<file path="src/rtl/phy_rx_lane_arbiter.sv">
// Two-lane PHY receive controller: link training FSM, per-lane byte FIFOs,
// and round-robin merge onto a single valid/ready byte stream.
// Optional per-lane accepted-byte counters under `RX_LANE_STATS_EN.

module phy_rx_lane_fifo #(
  parameter int DATA_W = 8,
  parameter int DEPTH  = 4
) (
  input  logic              clk,
  input  logic              rst_n,
  input  logic              flush,
  input  logic              push,
  input  logic              pop,
  input  logic [DATA_W-1:0] din,
  output logic [DATA_W-1:0] dout,
  output logic              empty,
  output logic              full,
  output logic              accept
);
  localparam int AW = $clog2(DEPTH);
  localparam logic [AW:0] PTR_ONE = 1;

  logic [AW:0] wr_ptr_q, wr_ptr_d, rd_ptr_q, rd_ptr_d;
  logic [DEPTH-1:0][DATA_W-1:0] mem_q;
  logic do_push, do_pop;

  assign empty   = (wr_ptr_q == rd_ptr_q);
  assign full    = (wr_ptr_q[AW] != rd_ptr_q[AW]) && (wr_ptr_q[AW-1:0] == rd_ptr_q[AW-1:0]);
  // A pop in the same cycle frees the slot, so a push into a full FIFO still lands.
  assign do_push = push && (!full || pop);
  assign do_pop  = pop && !empty;
  assign accept  = do_push && !flush;
  assign dout    = mem_q[rd_ptr_q[AW-1:0]];

  always_comb begin
    wr_ptr_d = wr_ptr_q;
    rd_ptr_d = rd_ptr_q;
    if (flush) begin
      wr_ptr_d = '0;
      rd_ptr_d = '0;
    end else begin
      if (do_push) wr_ptr_d = wr_ptr_q + PTR_ONE;
      if (do_pop)  rd_ptr_d = rd_ptr_q + PTR_ONE;
    end
  end

  always_ff @(posedge clk or negedge rst_n) begin
    if (!rst_n) begin
      wr_ptr_q <= '0;
      rd_ptr_q <= '0;
    end else begin
      wr_ptr_q <= wr_ptr_d;
      rd_ptr_q <= rd_ptr_d;
    end
  end

  always_ff @(posedge clk) begin
    if (accept) mem_q[wr_ptr_q[AW-1:0]] <= din;
  end
endmodule

module phy_rx_lane_arbiter #(
  parameter int                DATA_W     = 8,
  parameter int                FIFO_DEPTH = 4,
  parameter logic [DATA_W-1:0] COMMA      = 8'hBC
) (
  input  logic              clk_32f,
  input  logic              reset_L,
  input  logic              active_0,
  input  logic              valid_0,
  input  logic [DATA_W-1:0] data_in_0,
  input  logic              active_1,
  input  logic              valid_1,
  input  logic [DATA_W-1:0] data_in_1,
  input  logic              out_ready,
  output logic              out_valid,
  output logic [DATA_W-1:0] out_data,
  output logic              out_lane,
`ifdef RX_LANE_STATS_EN
  output logic [15:0]       count_0,
  output logic [15:0]       count_1,
`endif
  output logic              link_up,
  output logic              overflow_0,
  output logic              overflow_1
);
  localparam int NUM_LANES = 2;

  typedef enum logic [1:0] {IDLE, TRAIN, LINK_UP} state_t;
  state_t state_q, state_d;

  logic [NUM_LANES-1:0]             active, valid, push, pop, empty, full, accept;
  logic [NUM_LANES-1:0][DATA_W-1:0] din, dout;
  logic [NUM_LANES-1:0]             ovf_q, ovf_d;
  logic                             out_valid_q, out_valid_d;
  logic [DATA_W-1:0]                out_data_q, out_data_d;
  logic                             out_lane_q, out_lane_d;
  logic                             last_lane_q, last_lane_d;
  logic                             both_active, flush, load, sel;

  assign active      = {active_1, active_0};
  assign valid       = {valid_1, valid_0};
  assign din         = {data_in_1, data_in_0};
  assign both_active = &active;
  // Losing either lane while up drops everything in flight; the link must retrain.
  assign flush       = (state_q == LINK_UP) && !both_active;
  assign load        = !out_valid_q || out_ready;

  always_comb begin
    state_d = state_q;
    case (state_q)
      IDLE:    if (|active)     state_d = TRAIN;
      TRAIN:   if (both_active) state_d = LINK_UP;
               else if (!(|active)) state_d = IDLE;
      LINK_UP: if (!both_active) state_d = IDLE;
      default: state_d = IDLE;
    endcase
  end

  genvar g;
  generate
    for (g = 0; g < NUM_LANES; g++) begin : g_lane
      assign push[g]  = (state_q == LINK_UP) && both_active && valid[g] && (din[g] != COMMA);
      assign ovf_d[g] = ovf_q[g] || (push[g] && full[g] && !pop[g]);

      phy_rx_lane_fifo #(.DATA_W(DATA_W), .DEPTH(FIFO_DEPTH)) u_fifo (
        .clk    (clk_32f),
        .rst_n  (reset_L),
        .flush  (flush),
        .push   (push[g]),
        .pop    (pop[g]),
        .din    (din[g]),
        .dout   (dout[g]),
        .empty  (empty[g]),
        .full   (full[g]),
        .accept (accept[g])
      );
    end
  endgenerate

  // Round-robin pointer only moves on contention, so a lone lane never steals priority.
  always_comb begin
    out_valid_d = out_valid_q;
    out_data_d  = out_data_q;
    out_lane_d  = out_lane_q;
    last_lane_d = last_lane_q;
    pop         = '0;
    sel         = 1'b0;
    if (!empty[0] && !empty[1]) sel = ~last_lane_q;
    else if (!empty[1])         sel = 1'b1;
    if (flush) begin
      out_valid_d = 1'b0;
    end else if (load) begin
      if (!(&empty)) begin
        out_valid_d = 1'b1;
        out_data_d  = dout[sel];
        out_lane_d  = sel;
        pop[sel]    = 1'b1;
        if (!empty[0] && !empty[1]) last_lane_d = sel;
      end else begin
        out_valid_d = 1'b0;
      end
    end
  end

  always_ff @(posedge clk_32f or negedge reset_L) begin
    if (!reset_L) begin
      state_q     <= IDLE;
      out_valid_q <= 1'b0;
      out_data_q  <= '0;
      out_lane_q  <= 1'b0;
      last_lane_q <= 1'b1;
      ovf_q       <= '0;
    end else begin
      state_q     <= state_d;
      out_valid_q <= out_valid_d;
      out_data_q  <= out_data_d;
      out_lane_q  <= out_lane_d;
      last_lane_q <= last_lane_d;
      ovf_q       <= ovf_d;
    end
  end

`ifdef RX_LANE_STATS_EN
  logic [NUM_LANES-1:0][15:0] count_q, count_d;

  always_comb begin
    count_d = count_q;
    for (int i = 0; i < NUM_LANES; i++)
      if (accept[i]) count_d[i] = count_q[i] + 16'd1;
  end

  always_ff @(posedge clk_32f or negedge reset_L) begin
    if (!reset_L) count_q <= '0;
    else          count_q <= count_d;
  end

  assign count_0 = count_q[0];
  assign count_1 = count_q[1];
`endif

  assign out_valid  = out_valid_q;
  assign out_data   = out_data_q;
  assign out_lane   = out_lane_q;
  assign link_up    = (state_q == LINK_UP);
  assign overflow_0 = ovf_q[0];
  assign overflow_1 = ovf_q[1];
endmodule

</file>
<file path="config.mk">
export PLATFORM = sky130hd
export DESIGN_NAME = phy_rx_lane_arbiter
export DESIGN_NICKNAME = d
export VERILOG_FILES = /design/src/rtl/phy_rx_lane_arbiter.sv
export SDC_FILE = /design/constraint.sdc
export NUM_CORES = 1
export LEC_CHECK = 0
export ABC_AREA = 1
export CORE_UTILIZATION = 57
export DETAILED_ROUTE_END_ITERATION = 10
export HOLD_SLACK_MARGIN = 0.15
export PLACE_DENSITY = 0.75
export SLEW_MARGIN = 25
export SYNTH_ARGS = -nofsm -noshare
export SYNTH_HDL_FRONTEND = slang
export SYNTH_SLANG_ARGS = --single-unit
export TNS_END_PERCENT = 10
</file>
<file path="constraint.sdc">
create_clock -name clk_32f -period 2.9 [get_ports clk_32f]
set_clock_uncertainty 0.05 [all_clocks]
set_input_delay 0.58 -clock clk_32f [delete_from_list [all_inputs] [get_ports clk_32f]]
set_output_delay 0.58 -clock clk_32f [all_outputs]
set_load 0.01 [all_outputs]
</file>
==> summary.md <==
| Metric | Value |
|---|---|
| Setup crit start kind | primary input |
| Commonest cells post-synth | edfxtp_1 (64), nand2_1 (58), nor2_1 (45), o21ai_0 (36), dfrtp_1 (26) |
| Post-synth EDFFs | between 60 and 70 |
| Final std cells w/o fill | around 510 |
| Peak ir drop on the vdd network | 0.445 mV |
| Share of the yosys chip area belonging to registers | a little under two thirds |
| Number of library cell types mapped by synthesis | 33 |
| Global-route wire length before repair | 14.7 mm |
| First-pass iteration count of the detailed router | 4 |
| Post-synthesis register bit count | 91 |
| Leading post-synthesis cells by cell area | edfxtp_1 (47%), dfrtp_1 (16%), nand2_1 (5.4%), o21ai_0 (4.4%), nor2_1 (4.2%) |
| Endpoint of the worst hold path | out_lane |
| # port buffers | 35 |
| Starting density of the core | approximately 59% |
| Top cell type's share of synthesized area | between 40% and 50% |
| Die Y | just under 90 um |
| Vias/cell | ~5.6 |
| Crit path DAT | 2360 ps |
| Outcome | finished clean |
| Worst hold path depth | 2 |
| Clock tree from TritonCTS | yes |
| Critical path start-end classification | in -> reg |
| Total number of H-tree levels | 3 |
| Post-route worst setup slack | between 500 and 600 ps |
| CTS buffer count | 9 |
| Synthesized Nets | about 400 |
| TritonCTS Sinks | between 90 and 100 |
| Total die area | 7470 sq um |
| Number of DRC violations after detailed-routing iteration 0 | 234 |
| Metal3 WL | approximately 700 um |
| P&R area growth vs syn | 17.0% |
| Async SR Flop Fraction | between 20% and 30% |
| Slowest-stage cell, CP | clkdlybuf4s50_1 |
| Via count of the first global-routing pass | approximately 2800 |
| Count of antenna-violating nets left after detailed routing | 0 |
| Largest net degree at the start of global routing | 28 |
| Number of pins with negative max-slew slack in the final report | 0 |
| Gr usage total | 26.9% |
| Worst-case headroom to the max-slew limit | 58.1% |
| Rows | 30 |
| Detailed-route via count | roughly 2800 |
| Most frequent cell after synthesis | edfxtp_1 |
| Setup repair after global routing missed its margin | false |
| Remaining DRCs | 0 |
| Fin crit share | between 80 and 90% |
| FF-to-FF Start | g_lane[0].u_fifo.rd_ptr_q[0] |
| Overall die width | ~86 um |
| Clk_lat worst skew | about 350 ps |
| Netlist area before placement | 4060 sq um |
| Top layer used by detailed routing | met4 |
| Final WL | 8.79 mm |
| Post-Place Worst Slack | ~230 ps |
| Detailed-placement wirelength estimate | about 6.5 mm |
| WL met2 | 3.71 mm |
| Total of endpoints with negative setup slack in the final report | 0 |
| Number of buffer and inverter instances along the worst setup path | 3 |
| I/O pin count | 36 |
| Endpoint type of the worst setup path | flip-flop |
| Dominant register cell in the synthesized netlist | edfxtp_1 |
| Cells along the critical path | clkdlybuf4s50_1, ha_1, nand2_1, inv_1, nand2_1, nor2_1, nand2_4, nor2_1, buf_4 |
| Post-Route Setup TNS | 0 ps |
| Worst Hold Class | reg -> reg |
| # Max-Cap Violations | 0 |
| Net total in the final layout | roughly 450 |
| Clock root cell | clkbuf_8 |
| Overflow left after global routing | 0 |
| Share of final-layout standard cells stronger than drive strength 1 | 13.5% |
| Shortest clock period the worst path allows after layout | about 2300 ps |
| Final total power | between 3000 and 4000 uW |
| Final Wtd Congestion | 0.936 |
| Maximum count of clock buffers along a single path | 2 |
| Number of warnings reported in the yosys synthesis log | 0 |
| Fin. Hold Viols | 0 |
| Post-CTS Repair Setup Buffers | 0 |
| Area leader, netlist | edfxtp_1 |
| Core area | ~6800 sq um |
| DRT met1 WL | 4.27 mm |
| Number of diodes added for antenna fixing | 0 |
| Required time of the critical path | 2920 ps |
| CP top delay family | simple AND/OR/NAND/NOR gates |
| CTS hold repair buffers | 0 |
| Hold Crit Start | out_lane |
| Fmax | between 400 and 500 MHz |
| Clock transition at the registers of the reported paths | 90 ps |
| Leakage | roughly 0.0019 uW |
| Post-Synthesis Mean Instance Area | ~11 sq um |
| Transition time of the tightest slew-check pin | approximately 630 ps |
| Gates resized, CTS repair | 0 |
| Cell area power density | approximately 830 nW/um^2 |
| Initial antenna violation count | 0 |
| Routed length per placed instance | 17.2 um |
| Worst-case reg-to-reg path depth | 8 |
| RR Endpoint | g_lane[1].u_fifo.mem_q[13] |
| Crit-path max cell delay | approximately 480 ps |
| Worst reg-to-reg setup slack | 650 ps |
| Post-synthesis cell count | between 300 and 400 |
| Max Fanout on Critical Path | 8 |
| Number of cells after detailed placement | 495 |
-- flip-flops by register name, indices dropped and copies added (netlist names) --
signal and count:
out_data 8, out_valid 1, g_lane.u_fifo.rd_ptr_q 6, state_q 2, last_lane_q 1, out_lane 1, g_lane.u_fifo.wr_ptr_q 6, ovf_q 2
g_lane.u_fifo.mem_q 64
-- worst register-to-register path, delay by kind of cell, from the launching register on --
kind                      cells  cell delay (ps)
xor gates and xnor gates      1              200
buffers and inverters         1              190
DFF                           1              750
and+or+nand+nor               6              760
-- per-layer routing --
metal	global-route usage, %	vias to the layer above
met1	40.7	1341
met2	38.8	139
met5	0	-
li1	-	1349
met4	8.33	0
met3	6.38	11
-- worst max path at each step --
stage	startpoint	end	slack [ps]	cells past startpoint
5_1_grt	g_lane[0].u_fifo.rd_ptr_q[0]	g_lane[1].u_fifo.mem_q[15]	460	8
6_report	active_0	g_lane[0].u_fifo.mem_q[1]	560	9
3_3_place_gp	active_0	g_lane[0].u_fifo.mem_q[29]	330	11
2_1_floorplan	active_0	g_lane[0].u_fifo.mem_q[0]	750	9
4_1_cts	active_0	g_lane[0].u_fifo.mem_q[1]	610	9
3_5_place_dp	active_0	g_lane[0].u_fifo.mem_q[4]	230	9
-- area by class of cell --
type	count	area [sq um]
well taps	96	120
clock inverters	7	68.8
flip-flops and latches	91	2600
repair buffers	49	455
fillers	517	2080
multi-input cells	227	1260
inverters	32	130
clock buffers	9	124
-- power breakdown --
part / total (uW) / internal, uW / switching [uW]
logic: 1350 / 526 / 824
registers: 1740 / 1540 / 199
clock network: 834 / 394 / 441
-- cell usage in the layout (no fill, tap or decap), types with 2 or more instances in the layout --
cell type	n
a21oi_1	2
a31o_2	2
buf_4	14
clkbuf_8	9
clkdlybuf4s50_1	35
clkinv_1	3
clkinvlp_4	3
dfrtp_1	26
edfxtp_1	64
ha_1	12
inv_1	25
inv_2	3
inv_4	2
nand2_1	58
nand2_2	8
nand2_4	2
nand3_1	19
nand3_2	2
nand3_4	2
nand4_1	6
nor2_1	45
nor2_4	3
nor4_1	2
o21ai_0	36
o21ai_1	4
o22ai_1	16
xor2_1	3
-- cells by family (layout without fill, tap and decap cells) --
kind of cell	after synthesis	count (layout)	share of synthesized area, %
simple gates	149	149	17.8
flops	91	91	63.9
compound gates	62	62	8.47
buf+inv	42	97	5.08
fa+ha+maj	12	12	3.69
xor+xnor	4	4	1.05
-- per-stage QoR --
step	area, sq um	util, %	hold slack (ps)
after floorplan	4060	-	234
after global placement	4560	66.8	410
after detailed placement	4560	66.8	416
after CTS	4760	69.6	438
after global routing	4760	69.6	472
final	4760	69.6	435
Note: power is estimated with default switching activity, not from simulation.
